### src/rtl/qpu_exu_timed_event_queue.sv
// Timestamped event queue for the QPU execution unit.
// Entries wait in a circular buffer until the timeline reaches their
// timestamp, then issue to NCH channels gated by measurement feedback.
// Stale entries are dropped and flagged. An entry pushed into an empty
// queue at exactly the current time bypasses storage.
module qpu_exu_timed_event_queue #(
  parameter int TW  = 16,
  parameter int DP  = 8,
  parameter int NCH = 4,
  parameter int DW  = 8,
  parameter int CW  = $clog2(DP + 1)
) (
  input  logic              clk,
  input  logic              rst_n,
  input  logic              i_push_vld,
  output logic              o_push_rdy,
  input  logic [TW-1:0]     i_push_time,
  input  logic [NCH-1:0]    i_push_mask,
  input  logic [NCH*DW-1:0] i_push_data,
  input  logic [NCH*2-1:0]  i_push_cond,
  input  logic              i_run,
  input  logic [TW-1:0]     i_now,
  output logic              o_timer_ena,
  input  logic [NCH-1:0]    i_meas_zero,
  input  logic [NCH-1:0]    i_meas_one,
  input  logic [NCH-1:0]    i_meas_equ,
  output logic [NCH-1:0]    o_ev_vld,
  output logic [NCH*DW-1:0] o_ev_data,
  input  logic              i_flush,
  input  logic              i_clr_err,
  output logic [CW-1:0]     o_count,
  output logic              o_empty,
  output logic              o_full,
  output logic              o_late_err
);

  localparam int AW = (DP > 1) ? $clog2(DP) : 1;
  localparam logic [CW-1:0] FULL_CNT = CW'(DP);
  localparam logic [CW-1:0] ONE_CNT  = CW'(1);

  logic [TW-1:0]     mem_time [DP];
  logic [NCH-1:0]    mem_mask [DP];
  logic [NCH*DW-1:0] mem_data [DP];
  logic [NCH*2-1:0]  mem_cond [DP];

  logic [AW-1:0] rptr, wptr;
  logic [CW-1:0] count;
  logic          late_err;

  logic          push, due, late, pop, bypass, store, issue_go;
  logic [TW-1:0] head_time;
  logic [NCH-1:0]    sel_mask, iss_vld;
  logic [NCH*DW-1:0] sel_data, iss_data;
  logic [NCH*2-1:0]  sel_cond;

  // Feedback condition: 00 always, 01 meas one, 10 meas zero, 11 meas equal
  function automatic logic cond_pass(input logic [1:0] c, input logic one,
                                     input logic zero, input logic equ);
    case (c)
      2'b00:   return 1'b1;
      2'b01:   return one;
      2'b10:   return zero;
      default: return equ;
    endcase
  endfunction

  assign o_empty    = (count == '0);
  assign o_full     = (count == FULL_CNT);
  assign o_push_rdy = ~o_full;
  assign o_count    = count;
  assign o_late_err = late_err;

  assign head_time = mem_time[rptr];
  assign push      = i_push_vld & o_push_rdy;
  assign due       = i_run & ~o_empty & (head_time == i_now);
  assign late      = i_run & ~o_empty & (head_time < i_now);
  assign pop       = due | late;
  assign bypass    = o_empty & push & i_run & (i_push_time == i_now);
  assign store     = push & ~bypass & ~i_flush;
  assign issue_go  = (due | bypass) & ~i_flush;

  // Hold the timeline when the queue is (or is about to become) empty
  assign o_timer_ena = i_run & ~(o_empty & ~i_push_vld)
                     & ~(pop & (count == ONE_CNT) & ~push);

  // Select the issuing bundle and apply per-channel feedback gating
  always_comb begin
    sel_mask = '0;
    sel_data = '0;
    sel_cond = '0;
    iss_vld  = '0;
    iss_data = '0;
    if (issue_go) begin
      sel_mask = due ? mem_mask[rptr] : i_push_mask;
      sel_data = due ? mem_data[rptr] : i_push_data;
      sel_cond = due ? mem_cond[rptr] : i_push_cond;
    end
    for (int c = 0; c < NCH; c++) begin
      if (sel_mask[c] && cond_pass(sel_cond[c*2 +: 2], i_meas_one[c],
                                   i_meas_zero[c], i_meas_equ[c])) begin
        iss_vld[c]             = 1'b1;
        iss_data[c*DW +: DW]   = sel_data[c*DW +: DW];
      end
    end
  end

  // Entry storage; contents need no reset since occupancy guards reads
  always_ff @(posedge clk) begin
    if (store) begin
      mem_time[wptr] <= i_push_time;
      mem_mask[wptr] <= i_push_mask;
      mem_data[wptr] <= i_push_data;
      mem_cond[wptr] <= i_push_cond;
    end
  end

  // Pointers and occupancy; flush overrides push and pop
  always_ff @(posedge clk or negedge rst_n) begin
    if (!rst_n) begin
      rptr  <= '0;
      wptr  <= '0;
      count <= '0;
    end else if (i_flush) begin
      rptr  <= '0;
      wptr  <= '0;
      count <= '0;
    end else begin
      if (store) wptr <= wptr + AW'(1);
      if (pop)   rptr <= rptr + AW'(1);
      count <= count + CW'(store) - CW'(pop);
    end
  end

  // Registered issue outputs, one-cycle strobe
  always_ff @(posedge clk or negedge rst_n) begin
    if (!rst_n) begin
      o_ev_vld  <= '0;
      o_ev_data <= '0;
    end else begin
      o_ev_vld  <= iss_vld;
      o_ev_data <= iss_data;
    end
  end

  // Sticky late flag; a new late event beats a same-cycle clear
  always_ff @(posedge clk or negedge rst_n) begin
    if (!rst_n) begin
      late_err <= 1'b0;
    end else if (late && !i_flush) begin
      late_err <= 1'b1;
    end else if (i_clr_err) begin
      late_err <= 1'b0;
    end
  end

endmodule
### config.mk
export PLATFORM = sky130hd
export DESIGN_NAME = qpu_exu_timed_event_queue
export DESIGN_NICKNAME = d
export VERILOG_FILES = /design/src/rtl/qpu_exu_timed_event_queue.sv
export SDC_FILE = /design/constraint.sdc
export NUM_CORES = 1
export LEC_CHECK = 0
export CORE_AREA = 5 5 213 215
export DETAILED_ROUTE_END_ITERATION = 10
export DIE_AREA = 0 0 218 220
export GPL_TIMING_DRIVEN = 0
export PLACE_DENSITY = 0.75
export SYNTH_ARGS = -nofsm -noshare
export SYNTH_HDL_FRONTEND = slang
export SYNTH_SLANG_ARGS = --single-unit
### constraint.sdc
create_clock -name clk -period 11.24 [get_ports clk]
set_input_delay 1.124 -clock clk [delete_from_list [all_inputs] [get_ports clk]]
set_output_delay 1.124 -clock clk [all_outputs]
set_load 0.02 [all_outputs]
==> summary.txt, run 1 <==
DRC violation total after the first TritonRoute iteration -> 1089
total placed cells including tap cells -> 1830
DRC viols -> 0
Critical Path Most Common Cell -> buf_2
Final #Nets -> 1411
final WL -> 48350 um
type of the worst setup path -> reg -> out
die height -> 220 um
top area cells in the synthesized netlist -> edfxtp_1 (68%), mux4_2 (12%), dfrtp_1 (5.5%), mux2i_1 (1.9%), a211oi_2 (1.4%)
final std cells w/o fill -> 1929
Post-synth EDFFs -> 480
final count of hold timing violations -> 0
commonest register cell after synthesis -> edfxtp_1
final core utilization -> 0.5868
leakage power total -> 0.008365 uW
adder-cell area share of the yosys netlist -> 0.01449
register area -> 15590 um2
placeable core area -> 43550 um2
dominant combinational cell family by area after synthesis -> multiplexers
most frequent cell after synthesis -> edfxtp_1
warning count from the yosys run -> 0
area of the die -> 47960 um2
total power divided by cell area -> 186.0 nW/um2
Seq cells post-synth -> 527
synthesis-to-layout area growth -> 20.33%
vias in the first global route -> 11530
worst path cell trace -> buf_2 > buf_2 > buf_2 > buf_2 > buf_1 > mux4_2 > mux2_2 > ha_1 > nand4_1 > or4_1 > buf_2 > nor2_4 > a21o_1 > a21o_1 > o21ai_0 > clkdlybuf4s50_1
number of antenna violations at the first check in global routing -> 5
Slowest cell on crit path -> buf_1
Antenna Diode Count -> 0
status -> finished clean
peak ir drop on the vdd network -> 0.0001226 V
drt via density -> 5.738
maximum level of the CTS H-tree -> 2
area share of the leading cell type in the synthesized netlist -> 0.6787
clock latency reported for the late side of the worst-skew pair -> 0.59 ns
simple-gate share of the synthesized area -> 0.02881
final global-route overflow total -> 0
critical path launch point type -> flop
cell type with the highest aggregate area in the netlist -> edfxtp_1
number of buffers between clock root and the deepest sink -> 3
number of distinct standard cells referenced by the synthesized netlist -> 54
proportion of register bits with asynchronous set or reset after synthesis -> 0.08918
number of violations of the max-capacitance limit -> 0
shortest clock period the worst path allows after layout -> 7.446 ns
Buffers & Inverters on Critical Path -> 7
cells after synthesis -> 1055
clk sink count -> 527
setup TNS -> 0 ns
maximum clock rate -> 0.1343 GHz
number of detailed-routing iterations run before antenna repair -> 7
unrepaired setup endpoints after global routing -> false
final period utilization -> 0.6624
Root Buffer -> clkbuf_16
data arrival time of the critical path -> 6.32 ns
TritonCTS clock tree -> done
Post-DRT Antenna Nets -> 0
CTS clk-pin slew, worst paths -> 0.06 ns
starting utilization of the core area -> 0.4877
final number of max-transition violations -> 0
share of cell area taken by muxes after synthesis -> 0.1609
sum of net half-perimeters after detailed placement -> 32580 um
multi-input gate area in the final layout -> 5356 um2
Overall Global Routing Usage -> 0.2038
setup-violating endpoint count in the final report -> 0
routed length per instance -> 25.07 um
post-CTS setup buffer count -> 0
clock buffers created by TritonCTS -> 53
Cell Rows -> 77
IO Count -> 139
synthesized-area fraction occupied by ao, oa, aoi and oai cells -> 0.03706
Worst slew margin -> 0.2822
die span in x -> 218 um
clk_skew -> 0.01211 ns
Port Buffer Count -> 137
maximum number of pins on one net before global-route repair -> 28
slew of the pin with the lowest slew margin -> 1.067 ns
hold crit path type -> reg -> reg
count of cells resized by post-cts repair -> 0
slowest cell delay on critical path -> 0.62 ns
Syn Nets -> 1173
cell type group with the largest total delay on the critical path -> buffers and inverters
data required time at the worst endpoint -> 10.12 ns
top cells by count, synth -> edfxtp_1 (480), mux4_2 (116), nor2_1 (58)
number of inserted filler cells in the final layout -> 3197
share of final-layout standard cells stronger than drive strength 1 -> 0.2468
CTS hold repair buffers -> 0
Routability Congestion -> 0.8201
routed via count -> 11070
mean area per synthesized cell -> 20.13 um2
XOR/XNOR share of the synthesized area -> 0.008661
sequential element share of the synthesized area -> 0.7341
wire length of the first global-routing pass -> 72930 um
endpoint kind of the worst setup timing path -> output pin
post-synthesis cell area -> 21240 um2
largest driver fanout on the critical path -> 10
==> routing by layer <==
layer,wire length (um),global-route usage
met1,19460,0.2821
met5,57,0
met4,1061,0.05631
met2,23980,0.3332
met3,3797,0.04382
==> flip-flops by register name, summed over array words and instances, names as in the netlist <==
name	flops
mem_cond	64
o_ev_data	32
rptr	3
mem_mask	32
mem_data	256
wptr	3
o_count	4
o_late_err	1
mem_time	128
o_ev_vld	4
==> final cells by class <==
| class | instances | share of cell area |
|---|---|---|
| clock buffer | 69 | 0.05543 |
| buffer | 47 | 0.009303 |
| multi-input combinational | 454 | 0.2096 |
| clock inverter | 30 | 0.007540 |
| inverter | 27 | 0.003966 |
| tap | 592 | 0.02899 |
| timing repair buffer | 183 | 0.07511 |
| sequential | 527 | 0.6101 |
==> per-stage QoR <==
| stage | setup WS, ns | area [um2] | power, uW | hold WS (ns) |
|---|---|---|---|---|
| 4_1_cts | 3.714 | 25550 | 4792 | 0.5454 |
| 6_report | 3.794 | 25550 | 4754 | 0.5393 |
| 5_1_grt | 3.482 | 25550 | 4947 | 0.5587 |
| 3_3_place_gp | -3.829 | 23350 | 3144 | 0.5212 |
| 3_5_place_dp | 4.404 | 23950 | 3171 | 0.5316 |
| 2_1_floorplan | 3.196 | 21240 | 2879 | 0.5823 |
==> cell families (layout without fill, tap and decap cells) <==
| family | count (synthesis) | in the layout |
|---|---|---|
| AO/OA/AOI/OAI | 92 | 92 |
| XOR/XNOR | 21 | 21 |
| adder cells (fa/ha/maj) | 24 | 24 |
| buffers and inverters | 74 | 356 |
| flip-flops | 527 | 527 |
| multiplexers | 192 | 192 |
| AND/OR/NAND/NOR | 125 | 125 |
==> layout by cell type, fill, tap and decap left out, types with 7 or more instances in the layout <==
cell	n
a211oi_2	24
a21oi_1	20
buf_1	7
buf_2	26
buf_4	13
buf_6	26
clkbuf_1	24
clkbuf_16	53
clkdlybuf4s50_1	136
clkinv_1	15
clkinv_2	7
dfrtp_1	47
edfxtp_1	480
ha_1	23
inv_1	24
mux2_1	12
mux2_2	23
mux2i_1	41
mux4_2	116
nand2_1	15
nand3_1	8
nor2_1	55
nor4_1	7
o211ai_1	7
xnor2_1	8
xor2_1	13
==> worst reg2reg max path, cell delays in order (launching register included) <==
cell and delay, ns:
dfrtp_1 0.34, buf_2 0.25, buf_2 0.34, buf_2 0.39, buf_2 0.34, buf_1 0.62
mux4_2 0.43, mux2_2 0.28, ha_1 0.30, nand4_1 0.25, or4_1 0.52, buf_2 0.20
nor2_4 0.38, a21o_1 0.18, a21o_1 0.21, xnor2_1 0.10, ha_1 0.24, fa_1 0.44
xnor2_1 0.21, nor2_1 0.06
==> final timing paths <==
check	from	slack, ns	cells past startpoint	endpoint
max in group asynchronous	rst_n	9.97	2	o_ev_data[11]$_DFF_PN0_
min in group asynchronous	rst_n	0.64	1	o_ev_data[20]$_DFF_PN0_
hold reg to reg	o_late_err$_DFFE_PN0P_	0.54	2	o_late_err$_DFFE_PN0P_
hold / removal	o_late_err$_DFFE_PN0P_	0.54	2	o_late_err$_DFFE_PN0P_
setup / recovery	rptr[1]$_DFFE_PN0P_	3.79	16	o_timer_ena
setup reg to reg	rptr[1]$_DFFE_PN0P_	5.00	19	o_count[2]$_DFF_PN0_
==> where the power goes <==
part	internal, uW	switching (uW)	leakage [uW]
Sequential	2210	21.8	0.00498
Clock	911	718	0.000774
Combinational	431	463	0.00261
Total	3550	1200	0.00837
No activity file was read; power rests on OpenSTA's default activity.
==> inputs of run 2 (changes only) <==
==> constraint.sdc (replaced) <==
create_clock -name clk -period 7.3 [get_ports clk]
set_input_delay 0.73 -clock clk [delete_from_list [all_inputs] [get_ports clk]]
set_output_delay 0.73 -clock clk [all_outputs]
set_load 0.02 [all_outputs]
==> run 2 against run 1 <==
- cell area barely moved
- global-route usage fell by 0.11 points
- largest cell class unchanged
- combinational power rose by 54%
==> summary.txt, run 2 (synthesized netlist as in run 1, its figures left out) <==
slack of the critical path -> 0.4631 ns (-3.331 ns)
drt via density -> 5.781 (+0.75%)
setup-violating endpoint count in the final report -> 0 (unchanged)
data required time at the worst endpoint -> 6.57 ns (-3.55 ns)
GRT met3 Usage -> 0.04245 (-0.001374)
switching power -> 1841 uW (+53%)
total power divided by cell area -> 285.2 nW/um2 (+53%)
number of detailed-routing iterations run before antenna repair -> 5 (-2)
internal power -> 5443 uW (+53%)
peak ir drop on the vdd network -> 0.0001758 V (+43%)
Post-DRT Antenna Nets -> 0 (unchanged)
type of the worst setup path -> reg -> out
max FFs per register -> 256 (unchanged)
placeable core area -> 43550 um2 (unchanged)
area of the die -> 47960 um2 (unchanged)
Routability Congestion -> 0.7774 (-5.2%)
vias in the first global route -> 11610 (+0.67%)
Cell Rows -> 77 (unchanged)
final number of max-transition violations -> 0 (unchanged)
starting utilization of the core area -> 0.4877 (unchanged)
clock buffers created by TritonCTS -> 51 (-3.8%)
shortest clock period the worst path allows after layout -> 6.837 ns
final period utilization -> 0.9366
IO Count -> 139 (unchanged)
Overall Global Routing Usage -> 0.2026 (-0.001150)
final WL -> 48710 um (+0.73%)
routed length per instance -> 25.31 um (+0.99%)
synthesis-to-layout area growth -> 20.26% (about the same)
share of final-layout standard cells stronger than drive strength 1 -> 0.2481 (+0.001299)
die span in x -> 218 um (unchanged)
most common cell after layout, fill and taps aside -> edfxtp_1
number of buffers between clock root and the deepest sink -> 3 (unchanged)
number of violations of the max-capacitance limit -> 0 (unchanged)
clock latency reported for the late side of the worst-skew pair -> 0.57 ns (-0.02 ns)
Clock power frac -> 0.339 (-0.004)
global routing's busiest layer -> met2
status -> finished clean
top register by number of flip-flops -> mem_data
unrepaired setup endpoints after global routing -> false
Port Buffer Count -> 137 (unchanged)
number of antenna violations at the first check in global routing -> 7 (+2)
data arrival time of the critical path -> 6.11 ns (-0.21 ns)
switching share of power -> 0.2527 (-0.0004261)
endpoint kind of the worst setup timing path -> output pin
final count of hold timing violations -> 0 (unchanged)
most frequent cells in the layout -> edfxtp_1 (480), clkdlybuf4s50_1 (136), mux4_2 (116)
portion of total power attributed to combinational logic -> 0.189 (about the same)
share of total power in sequential cells -> 0.472 (+0.003)
maximum number of pins on one net before global-route repair -> 27 (-3.6%)
final global-route overflow total -> 0 (unchanged)
M1 GR Usage -> 0.2791 (-0.002986)
maximum clock rate -> 0.1463 GHz
largest driver fanout on the critical path -> 10 (unchanged)
Worst slew margin -> 0.2408 (-0.04134)
CTS clk-pin slew, worst paths -> 0.06 ns (about the same)
post-placement cell area -> 23970 um2 (about the same)
leakage power total -> 0.008361 uW (about the same)
maximum level of the CTS H-tree -> 2 (unchanged)
sum of net half-perimeters after detailed placement -> 32920 um (+1.0%)
DRC violation total after the first TritonRoute iteration -> 1007 (-7.5%)
pre-CTS WS -> 0.8393 ns (-3.565 ns)
clk_skew -> 0.01565 ns (+0.003541 ns)
hold crit path type -> in -> async
slew of the pin with the lowest slew margin -> 1.133 ns (+0.06568 ns)
Final #Nets -> 1406 (-0.35%)
routed via count -> 11120 (+0.49%)
number of inserted filler cells in the final layout -> 3159 (-1.2%)
biggest regs -> mem_data x256, mem_time x128, mem_cond x64
Root Buffer -> clkbuf_16
die height -> 220 um (unchanged)
Final Total Pwr -> 7284 uW (+53%)
TritonCTS clock tree -> done
Hold Worst Slack -> 0.1536 ns (-0.3857 ns)
DRC viols -> 0 (unchanged)
global-route track usage on met2 -> 0.3345 (+0.001350)
Post-Layout Inst Area -> 25540 um2 (about the same)
wire length of the first global-routing pass -> 72580 um (-0.48%)
critical path launch point type -> flop
clk sink count -> 527 (unchanged)
CTS hold repair buffers -> 0 (unchanged)
-- run 2: changes by cell type in the layout (fill, tap and decap cells not counted), sizes merged --
cell,change
buf,-5
bufinv,+1
clkbuf,-3
clkinv,+2
clkinvlp,-2
diode,+2
-- run 2: power groups by stage --
stage	Sequential (uW)	Clock, uW	Combinational, uW
2_1_floorplan	3510	0	921
3_3_place_gp	3510	0	1320
3_5_place_dp	3500	0	1380
4_1_cts	3440	2510	1390
5_1_grt	3440	2640	1480
6_report	3440	2470	1380
-- run 2: routing by layer --
metal | vias up | wire length, um
met5 | - | 67
met4 | 10 | 1108
met3 | 92 | 3495
met2 | 469 | 24230
met1 | 5765 | 19800
li1 | 4787 | -
-- run 2: repair_timing --
action | in CTS | in global routing
gates resized for setup | 0 | 5
setup buffers | 0 | 0
setup endpoints to repair | 0 | 1
-- run 2: critical path: stages (launching register included) --
cell             delay (ns)
dfrtp_1                0.38
buf_6                  0.15
buf_6                  0.19
buf_2                  0.35
buf_2                  0.41
buf_2                  0.45
mux4_2                 0.57
mux2_2                 0.29
ha_1                   0.31
nand4_1                0.18
or4_1                  0.54
buf_2                  0.21
nor2_4                 0.39
a21o_1                 0.18
a21o_1                 0.21
o21ai_0                0.14
clkdlybuf4s50_1        0.55
-- run 2: path summary, 6_finish.rpt --
kind                                        start                      to  slack (ns)  cells past startpoint
setup / recovery              rptr[0]$_DFFE_PN0P_             o_timer_ena        0.46                     16
hold / removal                              rst_n  o_ev_data[1]$_DFF_PN0_        0.15                      1
setup reg to reg              rptr[0]$_DFFE_PN0P_    o_count[2]$_DFF_PN0_        1.31                     19
hold reg to reg            o_late_err$_DFFE_PN0P_  o_late_err$_DFFE_PN0P_        0.54                      2
max in group asynchronous                   rst_n    o_count[2]$_DFF_PN0_        6.53                      2
min in group clk           o_late_err$_DFFE_PN0P_  o_late_err$_DFFE_PN0P_        0.54                      2
-- run 2: layout make-up --
type	instances	area [um2]	share of cell area
flip-flops and latches	527	15590	0.6104
multi-input cells	454	5365	0.2101
repair buffers	180	1931	0.07559
clock buffers	64	1345	0.05267
well taps	592	740.7	0.02900
plain buffers	47	241.5	0.009455
clock inverters	31	220.2	0.008622
inverters	27	101.3	0.003968
diodes	2	5.005	0.0001960
-- run 2: per-stage QoR --
| step | TNS (ns) | utilization | cells |
|---|---|---|---|
| after floorplan | 0 | - | 1055 |
| after global placement | -1167.07 | 0.5363 | 1784 |
| after detailed placement | 0 | 0.5503 | 1827 |
| after CTS | 0 | 0.5863 | 1922 |
| after global routing | 0 | 0.5864 | 1922 |
| final | 0 | 0.5865 | 1924 |
==> inputs of run 3 (changes only) <==
--- a/config.mk
+++ b/config.mk
@@ -5,11 +5,11 @@
 export SDC_FILE = /design/constraint.sdc
 export NUM_CORES = 1
 export LEC_CHECK = 0
-export CORE_AREA = 5 5 213 215
+export CORE_AREA = 5 5 237 239
 export DETAILED_ROUTE_END_ITERATION = 10
-export DIE_AREA = 0 0 218 220
+export DIE_AREA = 0 0 242 244
 export GPL_TIMING_DRIVEN = 0
-export PLACE_DENSITY = 0.75
+export PLACE_DENSITY = 0.64
 export SYNTH_ARGS = -nofsm -noshare
 export SYNTH_HDL_FRONTEND = slang
 export SYNTH_SLANG_ARGS = --single-unit
==> run 3 against run 2 <==
- sequential cell count unchanged
- clock power up 8.5%
- die area is 23% higher
- worst setup slack worse by 0.014 ns
- fmax is 0.20% lower
- hold slack improved by 0.058 ns
- sequential share of layout area decreased by 0.76 points
- sequential power about the same
- clock skew is 0.0027 ns higher
- register-to-register slack improved by 0.03 ns
- largest cell class unchanged
==> summary.txt, run 3 (synthesized netlist as in run 1, its figures left out) <==
number of antenna violations at the first check in global routing -> 7 (unchanged)
leakage power total -> 0.008442 uW (+0.97%)
starting utilization of the core area -> 0.3962 (-0.09148)
synthesis-to-layout area growth -> 21.78%
placeable core area -> 53600 um2 (+23%)
final period utilization -> 0.9384 (+0.001879)
largest driver fanout on the critical path -> 10 (unchanged)
number of violations of the max-capacitance limit -> 0 (unchanged)
shortest clock period the worst path allows after layout -> 6.851 ns (+0.01372 ns)
most common cell after layout, fill and taps aside -> edfxtp_1
die span in x -> 242 um (+11%)
data required time at the worst endpoint -> 6.57 ns (about the same)
endpoint kind of the worst setup timing path -> output pin
Overall Global Routing Usage -> 0.1708 (-0.03183)
DRC viols -> 0 (unchanged)
clk_skew -> 0.01838 ns (+0.002726 ns)
Hold Worst Slack -> 0.2115 ns (+0.05792 ns)
vias in the first global route -> 11570 (-0.28%)
Worst slew margin -> 0.2288 (-0.01204)
top register by number of flip-flops -> mem_data
setup TNS -> 0 ns (unchanged)
data arrival time of the critical path -> 6.12 ns (about the same)
Final #Nets -> 1407 (+0.071%)
routed length per instance -> 24.92 um (-1.6%)
Root Buffer -> clkbuf_16
hold crit path type -> in -> async
Post-DRT Antenna Nets -> 0 (unchanged)
TritonCTS clock tree -> done
setup-violating endpoint count in the final report -> 0 (unchanged)
IO Count -> 139 (unchanged)
type of the worst setup path -> reg -> out
final number of max-transition violations -> 0 (unchanged)
drt via density -> 5.341 (-7.6%)
clock latency reported for the late side of the worst-skew pair -> 0.59 ns (+0.02 ns)
maximum level of the CTS H-tree -> 2 (unchanged)
status -> finished clean
share of final-layout standard cells stronger than drive strength 1 -> 0.2538 (+0.005633)
CTS clk-pin slew, worst paths -> 0.06 ns (about the same)
final global-route overflow total -> 0 (unchanged)
area of the die -> 59050 um2 (+23%)
maximum clock rate -> 0.1460 GHz (-0.20%)
unrepaired setup endpoints after global routing -> false
sum of net half-perimeters after detailed placement -> 34050 um (+3.4%)
Routability Congestion -> 0.7749 (-0.32%)
peak ir drop on the vdd network -> 0.0001594 V (-9.3%)
final count of hold timing violations -> 0 (unchanged)
clock buffers created by TritonCTS -> 51 (unchanged)
clk sink count -> 527 (unchanged)
number of detailed-routing iterations run before antenna repair -> 5 (unchanged)
slack of the critical path -> 0.4494 ns (-0.01372 ns)
number of buffers between clock root and the deepest sink -> 3 (unchanged)
number of inserted filler cells in the final layout -> 4464 (+41%)
wire length of the first global-routing pass -> 75820 um (+4.5%)
Port Buffer Count -> 137 (unchanged)
DRC violation total after the first TritonRoute iteration -> 897 (-11%)
slew of the pin with the lowest slew margin -> 1.146 ns (+0.01365 ns)
pre-CTS WS -> 0.7741 ns (-0.06522 ns)
routed via count -> 10840 (-2.5%)
critical path launch point type -> flop
final WL -> 50590 um (+3.9%)
R2R Setup Slk -> 1.34 ns (+0.03 ns)
die height -> 244 um (+11%)
Final Total Pwr -> 7486 uW (+2.8%)
biggest regs -> mem_data x256, mem_time x128, mem_cond x64
Post-Layout Inst Area -> 25860 um2 (+1.3%)
Cell Rows -> 85 (+10%)
max FFs per register -> 256 (unchanged)
post-placement cell area -> 24140 um2 (+0.73%)
total power divided by cell area -> 289.5 nW/um2 (+1.5%)
most frequent cells in the layout -> edfxtp_1 (480), clkdlybuf4s50_1 (136), mux4_2 (116)
maximum number of pins on one net before global-route repair -> 48 (+78%)
run 3: metal layers:
| layer | routed length, um | up-vias | GRT usage |
|---|---|---|---|
| li1 | - | 4782 | - |
| met1 | 21350 | 5706 | 0.2252 |
| met2 | 25330 | 266 | 0.2878 |
| met3 | 2777 | 78 | 0.03833 |
| met4 | 1035 | 10 | 0.04968 |
| met5 | 93 | - | 0 |
run 3: critical path: stages, from the launching register on:
cell and delay [ns]:
dfrtp_1 0.35, buf_2 0.27, buf_2 0.36, buf_2 0.39
buf_2 0.32, clkbuf_2 0.42, mux4_2 0.39, mux2_2 0.29
ha_1 0.29, nand4_1 0.23, or4_1 0.52, buf_2 0.21
nor2_4 0.40, a21o_1 0.18, a21o_1 0.21, o21ai_0 0.13
clkdlybuf4s50_1 0.56
run 3: path summary, 6_finish.rpt:
| path | from | endpoint | cells after the start |
|---|---|---|---|
| max | rptr[1]$_DFFE_PN0P_ | o_timer_ena | 16 |
| min | rst_n | o_ev_data[20]$_DFF_PN0_ | 1 |
| max reg2reg | rptr[1]$_DFFE_PN0P_ | o_count[2]$_DFF_PN0_ | 19 |
| min reg2reg | o_late_err$_DFFE_PN0P_ | o_late_err$_DFFE_PN0P_ | 2 |
| max in group asynchronous | rst_n | o_count[1]$_DFF_PN0_ | 1 |
| min in group clk | o_late_err$_DFFE_PN0P_ | o_late_err$_DFFE_PN0P_ | 2 |
run 3: repair_timing:
item,4_1_cts,5_1_grt
endpoints found under the setup margin,0,1
hold buffers,0,0
buffers inserted,0,0
resized for setup,0,5
run 3: layout make-up:
class                      instances  area (um2)  share of cell area
sequential                       527       15590              0.6028
multi-input combinational        454        5365              0.2075
timing repair buffer             181        1976             0.07639
clock buffer                      69        1405             0.05433
tap                              696       870.8             0.03367
clock inverter                    27       307.8             0.01190
buffer                            47       241.5            0.009337
inverter                          27       101.3            0.003919
antenna                            2       5.005           0.0001935
run 3: power by group:
part | internal [uW] | switching (uW) | total, uW
Clock | 1570 | 1110 | 2680
Combinational | 663 | 709 | 1370
Sequential | 3400 | 33.8 | 3430
run 3: per-stage QoR:
step           utilization  instances
2_1_floorplan            -       1055
3_3_place_gp        0.4381       1888
3_5_place_dp        0.4504       1932
4_1_cts             0.4823       2028
5_1_grt             0.4824       2029
6_report            0.4825       2030
